===== src/rtl/adc_seq_pkg.sv =====
// Shared types and widths for the ADC conversion sequencer.
package adc_seq_pkg;

   typedef enum logic [1:0] {
      StIdle,
      StSelect,
      StDiscard,
      StCapture
   } seq_state_e;

   localparam int unsigned AVG_W      = 3;
   localparam int unsigned DISC_CNT_W = 3;

endpackage


===== src/rtl/adc_seq_rr_pick.sv =====
// Combinational round-robin finder: first set mask bit strictly after last_ch, wrapping.
module adc_seq_rr_pick #(
   parameter int unsigned NUM_CH = 4,
   parameter int unsigned CH_W   = 2
) (
   input  logic [NUM_CH-1:0] mask,
   input  logic [CH_W-1:0]   last_ch,
   output logic [CH_W-1:0]   next_ch,
   output logic              found
);

   logic [CH_W-1:0] cand;

   always_comb begin
      next_ch = '0;
      found   = 1'b0;
      cand    = '0;
      // Offset NUM_CH wraps back to last_ch itself, so a lone enabled channel is re-picked.
      for (int i = 1; i <= NUM_CH; i++) begin
         cand = CH_W'((int'(last_ch) + i) % NUM_CH);
         if (!found && mask[cand]) begin
            found   = 1'b1;
            next_ch = cand;
         end
      end
   end

endmodule


===== src/rtl/adc_conv_sequencer.sv =====
// Round-robin scheduler sharing one SAR ADC core across NUM_CH inputs.
// Optional threshold alarms are built only when ADC_SEQ_THRESHOLD_EN is defined.
module adc_conv_sequencer
   import adc_seq_pkg::*;
#(
   parameter int unsigned NUM_CH      = 4,
   parameter int unsigned MATRIX_BITS = 10,
   parameter int unsigned DISCARD     = 1,
   localparam int unsigned CH_W       = (NUM_CH > 1) ? $clog2(NUM_CH) : 1
) (
   input  logic                     clk,
   input  logic                     rst_n,
   input  logic                     enable_in,
   input  logic [NUM_CH-1:0]        chan_mask_in,
   input  logic [3*NUM_CH-1:0]      avg_cfg_in,
   input  logic                     conv_finished_strobe_in,
   input  logic [MATRIX_BITS-1:0]   result_in,
   output logic [CH_W-1:0]          chan_sel_out,
   output logic [2:0]               avg_control_out,
   output logic                     busy_out,
   output logic                     out_valid,
   input  logic                     out_ready,
   output logic [MATRIX_BITS-1:0]   out_data,
   output logic [CH_W-1:0]          out_chan,
   output logic                     overrun_out,
   input  logic [MATRIX_BITS-1:0]   thresh_in,
   input  logic [NUM_CH-1:0]        alarm_clear_in,
   output logic [NUM_CH-1:0]        alarm_out
);

   seq_state_e             state_q, state_d;
   logic [CH_W-1:0]        last_ch_q, last_ch_d;
   logic [CH_W-1:0]        chan_sel_q, chan_sel_d;
   logic [AVG_W-1:0]       avg_q, avg_d;
   logic [DISC_CNT_W-1:0]  disc_cnt_q, disc_cnt_d;
   logic                   capture;

   logic [CH_W-1:0]        pick_ch;
   logic                   pick_found;
   logic [AVG_W-1:0]       pick_avg;

   logic                   out_valid_q, out_valid_d;
   logic [MATRIX_BITS-1:0] out_data_q, out_data_d;
   logic [CH_W-1:0]        out_chan_q, out_chan_d;
   logic                   overrun_q, overrun_d;

   adc_seq_rr_pick #(
      .NUM_CH (NUM_CH),
      .CH_W   (CH_W)
   ) u_rr_pick (
      .mask    (chan_mask_in),
      .last_ch (last_ch_q),
      .next_ch (pick_ch),
      .found   (pick_found)
   );

   always_comb begin
      pick_avg = '0;
      for (int i = 0; i < NUM_CH; i++) begin
         if (pick_ch == CH_W'(i)) pick_avg = avg_cfg_in[AVG_W*i +: AVG_W];
      end
   end

   always_comb begin
      state_d    = state_q;
      last_ch_d  = last_ch_q;
      chan_sel_d = chan_sel_q;
      avg_d      = avg_q;
      disc_cnt_d = disc_cnt_q;
      capture    = 1'b0;
      unique case (state_q)
         StIdle: begin
            if (enable_in && |chan_mask_in) state_d = StSelect;
         end
         StSelect: begin
            if (!enable_in || !pick_found) begin
               state_d = StIdle;
            end else begin
               chan_sel_d = pick_ch;
               avg_d      = pick_avg;
               last_ch_d  = pick_ch;
               disc_cnt_d = DISC_CNT_W'(DISCARD);
               state_d    = StDiscard;
            end
         end
         StDiscard: begin
            if (!enable_in) begin
               state_d = StIdle;
            end else if (conv_finished_strobe_in) begin
               disc_cnt_d = disc_cnt_q - 1'b1;
               // The last discarded conversion was still sampled with the old mux/avg settings.
               if (disc_cnt_q == DISC_CNT_W'(1)) state_d = StCapture;
            end
         end
         StCapture: begin
            if (!enable_in) begin
               state_d = StIdle;
            end else if (conv_finished_strobe_in) begin
               capture = 1'b1;
               state_d = StSelect;
            end
         end
         default: state_d = StIdle;
      endcase
   end

   always_comb begin
      out_valid_d = out_valid_q;
      out_data_d  = out_data_q;
      out_chan_d  = out_chan_q;
      overrun_d   = 1'b0;
      if (capture) begin
         if (out_valid_q && !out_ready) begin
            overrun_d = 1'b1;
         end else begin
            out_valid_d = 1'b1;
            out_data_d  = result_in;
            out_chan_d  = chan_sel_q;
         end
      end else if (out_valid_q && out_ready) begin
         out_valid_d = 1'b0;
      end
   end

   always_ff @(posedge clk or negedge rst_n) begin
      if (!rst_n) begin
         state_q     <= StIdle;
         last_ch_q   <= CH_W'(NUM_CH - 1);
         chan_sel_q  <= '0;
         avg_q       <= '0;
         disc_cnt_q  <= '0;
         out_valid_q <= 1'b0;
         out_data_q  <= '0;
         out_chan_q  <= '0;
         overrun_q   <= 1'b0;
      end else begin
         state_q     <= state_d;
         last_ch_q   <= last_ch_d;
         chan_sel_q  <= chan_sel_d;
         avg_q       <= avg_d;
         disc_cnt_q  <= disc_cnt_d;
         out_valid_q <= out_valid_d;
         out_data_q  <= out_data_d;
         out_chan_q  <= out_chan_d;
         overrun_q   <= overrun_d;
      end
   end

   assign chan_sel_out    = chan_sel_q;
   assign avg_control_out = avg_q;
   assign busy_out        = (state_q != StIdle);
   assign out_valid       = out_valid_q;
   assign out_data        = out_data_q;
   assign out_chan        = out_chan_q;
   assign overrun_out     = overrun_q;

`ifdef ADC_SEQ_THRESHOLD_EN
   logic [NUM_CH-1:0] alarm_q, alarm_d;

   // Set wins over clear; a dropped (overrun) capture still raises its alarm.
   always_comb begin
      alarm_d = alarm_q;
      for (int i = 0; i < NUM_CH; i++) begin
         if (capture && chan_sel_q == CH_W'(i) && result_in >= thresh_in) begin
            alarm_d[i] = 1'b1;
         end else if (alarm_clear_in[i]) begin
            alarm_d[i] = 1'b0;
         end
      end
   end

   always_ff @(posedge clk or negedge rst_n) begin
      if (!rst_n) alarm_q <= '0;
      else        alarm_q <= alarm_d;
   end

   assign alarm_out = alarm_q;
`else
   logic unused_thresh;
   assign unused_thresh = ^{thresh_in, alarm_clear_in};
   assign alarm_out     = '0;
`endif

endmodule


===== config.mk =====
export PLATFORM = sky130hd
export DESIGN_NAME = adc_conv_sequencer
export DESIGN_NICKNAME = d
export VERILOG_FILES = /design/src/rtl/adc_seq_pkg.sv /design/src/rtl/adc_seq_rr_pick.sv /design/src/rtl/adc_conv_sequencer.sv
export SDC_FILE = /design/constraint.sdc
export NUM_CORES = 1
export LEC_CHECK = 0
export CAP_MARGIN = 5
export CELL_PAD_IN_SITES_DETAIL_PLACEMENT = 1
export CELL_PAD_IN_SITES_GLOBAL_PLACEMENT = 1
export CORE_ASPECT_RATIO = 0.75
export CORE_UTILIZATION = 31
export DETAILED_ROUTE_END_ITERATION = 10
export GPL_ROUTABILITY_DRIVEN = 1
export PLACE_DENSITY = 0.82
export SYNTH_ARGS = -nofsm -noshare
export SYNTH_HDL_FRONTEND = slang
export SYNTH_SLANG_ARGS = --single-unit

===== constraint.sdc =====
create_clock -name clk -period 3.51 [get_ports clk]
set_input_delay 0.351 -clock clk [delete_from_list [all_inputs] [get_ports clk]]
set_output_delay 0.351 -clock clk [all_outputs]
set_load 0.02 [all_outputs]

Yosys cells after proc, flatten, opt, wreduce, memory -nomap -nowiden

Cells that the tools add are included.

Bits in latches: 0
Memories kept: 0
Memory bits (read-only): 0
Bits of input ports: 45
Flip-flop bits (word level): 26
Memory bits (writable): 0
Logic and storage cells: 99

Muxes and demuxes: 40
Shift operators: 0
Eq/ne operators: 15
Multiply operators: 0
Add/sub/neg operators: 5
Bitwise gates (word level): 2
Reductions and logical operators: 24
$lt $le $gt $ge: 4
Div/mod/pow operators: 0

Operators with widths:

| cell                                                       | number |
|---|---|
| two-way mux 2 bit                                          | 11 |
| two-way mux 3 bit                                          | 7 |
| two-way mux 1 bit                                          | 16 |
| less-than comparator 2 x 3 -> 1 bit, second input constant | 4 |
| != test 2 bit, second input constant                       | 5 |
| != test 3 bit, second input constant                       | 3 |
| binary-select mux 1 bit (select 2 bit)                     | 4 |
| == test 2 bit, second input constant                       | 4 |
| one-hot mux 2 bit (4 select lines)                         | 1 |
| AND reduction 4 bit                                        | 2 |
| logical AND 1 bit                                          | 6 |
| zero test 1 bit                                            | 6 |
| one-hot mux 3 bit (2 select lines)                         | 1 |
| AND reduction 2 bit                                        | 3 |
| nonzero test 2 bit                                         | 3 |
| adder 2 x 1 -> 2 bit, second input constant                | 2 |
| adder 2 bit, second input constant                         | 2 |
| == test 2 x 1 -> 1 bit, second input constant              | 2 |
| zero test 2 bit                                            | 2 |
| OR reduction 4 bit                                         | 1 |
| == test 3 x 1 -> 1 bit, second input constant              | 1 |
| subtractor 3 x 1 -> 3 bit, second input constant           | 1 |
| NOT 1 bit                                                  | 2 |
| logical OR 1 bit                                           | 1 |

Logic depth before layout (Yosys ltp)

Word-level depth: 18
Gate-level depth with buffers: 6

Modules after synthesis

A second synthesis with hierarchy kept.

Cell total of the unflattened synthesis: 99
Area total of the unflattened synthesis: 1,366.3 sq um

By module, submodules not included:

| module             | times used | seq. area each (sq um) | cells each | area each (sq um) |
|---|---|---|---|---|
| adc_conv_sequencer | 1          | 653.1                  | 85         | 1,275.0 |
| adc_seq_rr_pick    | 1          | 0.0                    | 14         | 91.3 |

Worst setup path after synthesis

Ideal clock, no wire load.

Path type: input -> register
Start: input chan_mask_in[1]
End: register avg_q[0], in the netlist avg_control_out[0]
Data arrival time: 1,474 ps
Setup slack: 1,909 ps
Buffers on the path: 1
Cell stages on the path: 6
Setup time: 128 ps
Path through: or4_4 > and4b_4 > buf_6 > nand3_1 > mux2_2 > o211ai_2

Cells in the longest elaborated chain, start to end: 17
Elaborated cells on any way between the ends: 34
Those cells by class: eq/ne (3); mux (20); bitwise (1); reduce/logical (10)

Ends and longest elaborated chain:

| what                                    | RTL line                  | source |
|---|---|---|
| from (decl)                             | adc_conv_sequencer.sv:14  | `input logic [NUM_CH-1:0] chan_mask_in,` |
| binary-select mux 1 bit (select 2 bit)  | adc_seq_rr_pick.sv:21     | `if (!found && mask[cand]) begin` |
| two-way mux 1 bit (not written as such) | adc_seq_rr_pick.sv:21     |  |
| two-way mux 1 bit                       | adc_seq_rr_pick.sv:21     |  |
| zero test 1 bit                         | adc_seq_rr_pick.sv:21     |  |
| logical AND 1 bit                       | adc_seq_rr_pick.sv:21     |  |
| two-way mux 1 bit                       | adc_seq_rr_pick.sv:21     |  |
| zero test 1 bit                         | adc_seq_rr_pick.sv:21     |  |
| logical AND 1 bit                       | adc_seq_rr_pick.sv:21     |  |
| two-way mux 1 bit                       | adc_seq_rr_pick.sv:21     |  |
| zero test 1 bit                         | adc_seq_rr_pick.sv:21     |  |
| logical AND 1 bit                       | adc_seq_rr_pick.sv:21     |  |
| two-way mux 2 bit                       | adc_seq_rr_pick.sv:21     |  |
| zero test 2 bit                         | adc_conv_sequencer.sv:60  | `if (pick_ch == CH_W'(i)) pick_avg = avg_cfg_in[AVG_W*i +: AVG_W];` |
| two-way mux 3 bit (4 in a row)          | adc_conv_sequencer.sv:60  |  |
| to (signal assigned)                    | adc_conv_sequencer.sv:140 | `avg_q <= avg_d;` |
| to (decl)                               | adc_conv_sequencer.sv:34  | `logic [AVG_W-1:0] avg_q, avg_d;` |

Parallel ways exist; a longest one is shown, timed or not. The select of a mux whose other input is x is not followed.
A chain may end at the register's enable or synchronous reset.

Final worst setup path

Start: input chan_mask_in[1]
End: register avg_q[2], in the netlist avg_control_out[2]

Same word-level chain as after synthesis.

==> impl_metrics.toml <==
[status]
status = "complete, no violations"

[critical_path]
cp.arrival_ns = 2.14
crit_path_end_kind = "flip-flop"
cp_max_fo = 9
rr_endpoint = "avg_control_out[2]$_DFFE_PN0P_"
worstSetupPathType = "in -> reg"
worstPathRequired_ns = 3.66
reg2reg_depth = 5
startpoint_type = "input pin"
regToRegSetupSlack_ns = 1.69
rr_startpoint = "last_ch_q[0]$_DFFE_PN1P_"

[yosys]
yosys_most_used_dff = "dfrtp_1"
synth_async_sr_flop_share_pct = 100.0
synthTopCellsByArea = "dfrtp_1 47%, mux2_1 10%, dfstp_2 4.1%, mux2i_1 3.9%, nand2_1 3.5%"
ys_seq_elements = 26
yosysWarnings = 0
synth_top_cells_by_count = "24 x dfrtp_1, 12 x mux2_1, 12 x nand2_1"
seq_area_frac_synth_pct = 50.58
syn_avg_cell_area_um2 = 11.53
synth_enable_flop_cells = 0
yosysTopAreaCellShare_pct = 46.51
ys_types = 32
mappedNetlistArea_um2 = 1291
syn_inst = 112
yosysMostFrequentCell = "dfrtp_1"
synth_top_area_cell = "dfrtp_1"

[placement]
dpl.hpwl_um = 2573
place_congestion = 0.7319
port_buffers = 50
dp.cells = 212

[drt]
wl_per_cell_um = 14.98
drc = 0
dr.pass1.iters = 4
drt_iter0_drc = 23
routed_wl_um = 3250
dr_total_vias = 1051
ant_nets = 0
via_per_inst = 4.843

[cells_and_area]
n_antenna_cell = 0
fin_nets = 213
syn2layout_area_growth_pct = 49.32
layout-drive-gt1-share_pct = 12.73
finalNonFillerCells = 217
nFillCells = 413

[die]
die_x_um = 76.53
io_pins = 69
rows = 19
die_area_um2 = 4430
die_h_um = 57.89
initial_core_util_pct = 33.74
coreArea_um2 = 3827

[run]
maxCapViolations = 0

[sta]
hold_viol_final = 0
max_freq_mhz = 501.7
tightestPinTransition_ns = 0.5811
rsz0062_at_grt = "no"
post-route-min-period_ns = 1.993
setup_viol = 0
max_slew_margin_pct = 61.18
tns_ns = 0
skew_ns = 0.006545
period_share_pct = 56.79
report.final.slew_viol_count = 0

[pwr]
p_int_mw = 0.9096
peakVddDrop_mv = 0.4998
p_per_area_nw_per_um2 = 733.1
combPwrFrac_pct = 45.6
swShare_pct = 35.65
clkPwrFrac_pct = 17.6
p_seq_share_pct = 36.8
p_leak_nw = 0.8325
switchingPower_mw = 0.5038

[clock_network]
cts_resized = 0
numCtsBuffers = 3
hold_buffers = 0
htreeDepth = 1
cts_tree = "built"
root_buffer = "clkbuf_8"
clkSinkCount = 26
cts_setup_buffers = 0
insertion_delay_ns = 0.27
cts_buffer_depth = 2
clkTransAtPathRegs_ns = 0.09

[global_route]
grt_use_total_pct = 15.38
antenna_found_initial = 0
grt_pass1_vias = 1046
grt_max_degree = 27
overflow = 0
grt_pass1_wl_um = 5209

[worst_hold_path]
holdCritPathClass = "in -> async"
[power groups by stage]
stage	logic, mW	clock network [mW]	registers [mW]
after floorplan	0.247	0	0.617
after global placement	0.619	0	0.511
after detailed placement	0.648	0	0.524
after CTS	0.652	0.259	0.520
after global routing	0.692	0.265	0.537
final	0.645	0.249	0.520
[worst max-delay path: stages]
cell	delay [ns]
clkdlybuf4s50_1	0.48
or4_4	0.57
nand4b_1	0.36
or2_2	0.28
o211ai_2	0.11
[how the worst max path moves through the flow]
stage,start,to,slack (ns),cells past startpoint
global route,chan_mask_in[1],avg_control_out[2]$_DFFE_PN0P_,1.41,5
finish,chan_mask_in[1],avg_control_out[2]$_DFFE_PN0P_,1.52,5
floorplan,chan_mask_in[1],avg_control_out[0]$_DFFE_PN0P_,1.91,6
detailed placement,chan_mask_in[1],avg_control_out[2]$_DFFE_PN0P_,1.21,5
global placement,chan_mask_in[1],avg_control_out[1]$_DFFE_PN0P_,1.29,5
CTS,chan_mask_in[1],avg_control_out[2]$_DFFE_PN0P_,1.50,5
[sequential cells by signal (all words and copies together) (netlist names)]
name / count
out_data: 10
avg_control_out: 3
disc_cnt_q: 3
chan_sel_out: 2
last_ch_q: 2
out_chan: 2
state_q: 2
out_valid: 1
overrun_out: 1
[through the flow]
step	area, µm²	utilization [%]	hold WS, ns	power, mW	setup slack (ns)
finish	1928	50.38	0.3756	1.413	1.517
global route	1928	50.38	0.3949	1.494	1.415
CTS	1901	49.66	0.4997	1.430	1.503
detailed placement	1829	47.79	0.4757	1.172	1.210
global placement	1829	47.79	0.4668	1.131	1.289
floorplan	1303	-	0.05541	0.8633	1.909
[cells in the final DEF (no fill, tap or decap), types with 2 or more instances in the layout]
cell type        count
nand2_1             12
o211ai_2             3
clkbuf_8             3
nor2_1               7
a21oi_1              3
nand3_1              7
mux2_1              12
mux2_2               3
dfstp_2              2
dfrtp_1             24
conb_1               4
ha_1                 2
nand2b_1             3
inv_1                3
or2_2                3
nor2b_1              3
clkdlybuf4s50_1     50
mux2i_1              5
[cells by family after synthesis]
| group | Yosys count | share of synthesized area, % |
|---|---|---|
| and+or+nand+nor | 42 | 17.35 |
| DFF | 26 | 50.58 |
| muxes | 20 | 16.96 |
| AOI/OAI and AO/OA | 11 | 7.751 |
| buffers and inverters | 9 | 4.457 |
| adders and majority gates | 2 | 1.938 |
| other | 1 | 0.2904 |
| xor gates and xnor gates | 1 | 0.6784 |
[metal layers]
layer / track usage [%] / vias up / share of wire (%)
li1: - / 488 / -
met1: 17.68 / 517 / 40
met2: 28.96 / 44 / 51
met3: 5.197 / 2 / 8.9
met4: 1.648 / 0 / 0.25
met5: 0 / - / 0
[final cells by class]
| cell class | instances | area [µm²] | share of cell area, % |
|---|---|---|---|
| timing repair buffer | 52 | 535.5 | 27.77 |
| multi-input combinational | 80 | 591.8 | 30.69 |
| inverter | 3 | 11.26 | 0.5840 |
| tap | 52 | 65.06 | 3.374 |
| clock inverter | 1 | 30.03 | 1.557 |
| sequential | 26 | 653.1 | 33.87 |
| clock buffer | 3 | 41.29 | 2.141 |
No activity file was read; power rests on OpenSTA's default activity.
==> edit (same settings) <==
Remove the register `overrun_q`: a continuous assignment takes its place, so the output `overrun_out` follows one clock earlier.
--- a/src/rtl/adc_conv_sequencer.sv
+++ b/src/rtl/adc_conv_sequencer.sv
@@ -134,3 +134,2 @@
          out_chan_q  <= '0;
-         overrun_q   <= 1'b0;
       end else begin
@@ -144,5 +143,6 @@
          out_chan_q  <= out_chan_d;
-         overrun_q   <= overrun_d;
       end
    end
+
+   assign overrun_q = overrun_d;
 
Check against the original RTL: not equivalent (Yosys sat finds a counterexample within 10 cycles, from zero or initial values and one cycle with rst_n low).
==> edit against the original RTL <==
Sequential power shrank 2%; global-route usage grew 1.0 points; final area shrank 3.2%; sequential cell count shrank 1; total power shrank 5.9%; sequential share of layout area shrank 0.23 points; routed wire length grew 4.5%; critical path depth is the same; setup slack lost 0.25 ns; count of clock-buffer cells in the layout grew 1; maximum frequency shrank 11%; register-to-register slack gained 0.07 ns; area after synthesis shrank 0.39%; critical path type is now in2out; highest routed layer unchanged.
==> edit: results <==
export IMPL_status="finished, final reports clean"
export IMPL_met2_wirelength_um=1720
export IMPL_vdd_drop_max_mv=0.398
export IMPL_p_sw_frac=0.377
export IMPL_rr_startpoint="last_ch_q[1]$_DFFE_PN1P_"
export IMPL_skew_ns=0.00197
export IMPL_grt_pass1_vias=1147
export IMPL_max_cap_violations=0
export IMPL_synth_cell_types=30
export IMPL_grt_max_degree=26
export IMPL_n_fill_cell=433
export IMPL_hold_viol_final=0
export IMPL_wl_met3_um=179
export IMPL_critPathMaxFanout=3
export IMPL_min_to="out_data[9]$_DFFE_PN0P_"
export IMPL_drt_iter0_markers=52
export IMPL_startpoint="conv_finished_strobe_in"
export IMPL_cts_root_buf="clkbuf_8"
export IMPL_m1WireLength_um=1480
export IMPL_worstPathArrival_ns=1.89
export IMPL_drt_total_wl_um=3400
export IMPL_via_count=1044
export IMPL_diodes=0
export IMPL_numCtsBuffers=3
export IMPL_holdWs_ns=0.515
export IMPL_place_congestion=0.714
export IMPL_layout_drive_gt1_share=0.186
export IMPL_tightest_slew_ns=1.16
export IMPL_ff2ff_setup_slack_ns=1.76
export IMPL_yosysSeqAreaShare=0.488
export IMPL_synth_flop_cell="dfrtp_1"
export IMPL_portBuffers=50
export IMPL_synth_common_cells="dfrtp_1, mux2_2, nand2_1, nand3_1"
export IMPL_synthTopCellsByArea="dfrtp_1, mux2_2, dfstp_2, mux2i_1, nand2_1"
export IMPL_final_nets=215
export IMPL_grt_total_usage=0.164
export IMPL_worstSetupEndpoint="overrun_out"
export IMPL_hold_path_class="reg2reg"
export IMPL_placed_cell_area_mm2=0.00182
export IMPL_async_reset_ff_frac=1.00
export IMPL_dp_hpwl_um=2660
export IMPL_leakagePower_nw=0.800
export IMPL_drtPass1Iterations=4
export IMPL_grt_pass1_wl_um=5690
[edit: final cells by class]
| cell class | instances | area (um^2) | area share |
|---|---|---|---|
| Clock buffer | 4 | 45.0 | 0.0241 |
| Sequential cell | 25 | 628 | 0.336 |
| Multi-Input combinational cell | 81 | 598 | 0.320 |
| Inverter | 6 | 22.5 | 0.0121 |
| Timing Repair Buffer | 51 | 508 | 0.272 |
| Tap cell | 52 | 65.1 | 0.0349 |
[edit: worst max-delay path, cell delays in order]
cell and delay [ns]:
clkdlybuf4s50_1 0.51, and2_1 0.16, nand3_1 0.12, nor2_1 0.13
clkdlybuf4s50_1 0.61
[edit: metal layers]
layer / vias up / track usage
li1: 496 / -
met1: 508 / 0.198
met2: 38 / 0.308
met3: 2 / 0.0409
met4: 0 / 0.0165
met5: - / 0
[edit: stage by stage]
| step | worst slack, ns | cells | power [W] |
|---|---|---|---|
| final | 1.27 | 219 | 0.00133 |
| after global routing | 1.19 | 219 | 0.00142 |
| after CTS | 1.25 | 219 | 0.00135 |
| after detailed placement | 1.26 | 215 | 0.00117 |
| after global placement | 1.32 | 215 | 0.00113 |
| after floorplan | 1.91 | 118 | 0.000865 |
[edit: cell families after synthesis]
| group | count (synthesis) | synth area share |
|---|---|---|
| compound gates | 15 | 0.0953 |
| fa+ha+maj | 2 | 0.0195 |
| buf+inv | 12 | 0.0554 |
| flops | 25 | 0.488 |
| mux | 20 | 0.170 |
| other cells | 1 | 0.00292 |
| simple gates | 40 | 0.168 |
[edit: power groups by stage]
stage	clock, W	sequential (W)	combinational, W
2_1_floorplan	0	0.000603	0.000262
3_3_place_gp	0	0.000502	0.000624
3_5_place_dp	0	0.000516	0.000656
4_1_cts	0.000176	0.000513	0.000658
5_1_grt	0.000187	0.000531	0.000701
6_report	0.000171	0.000511	0.000648
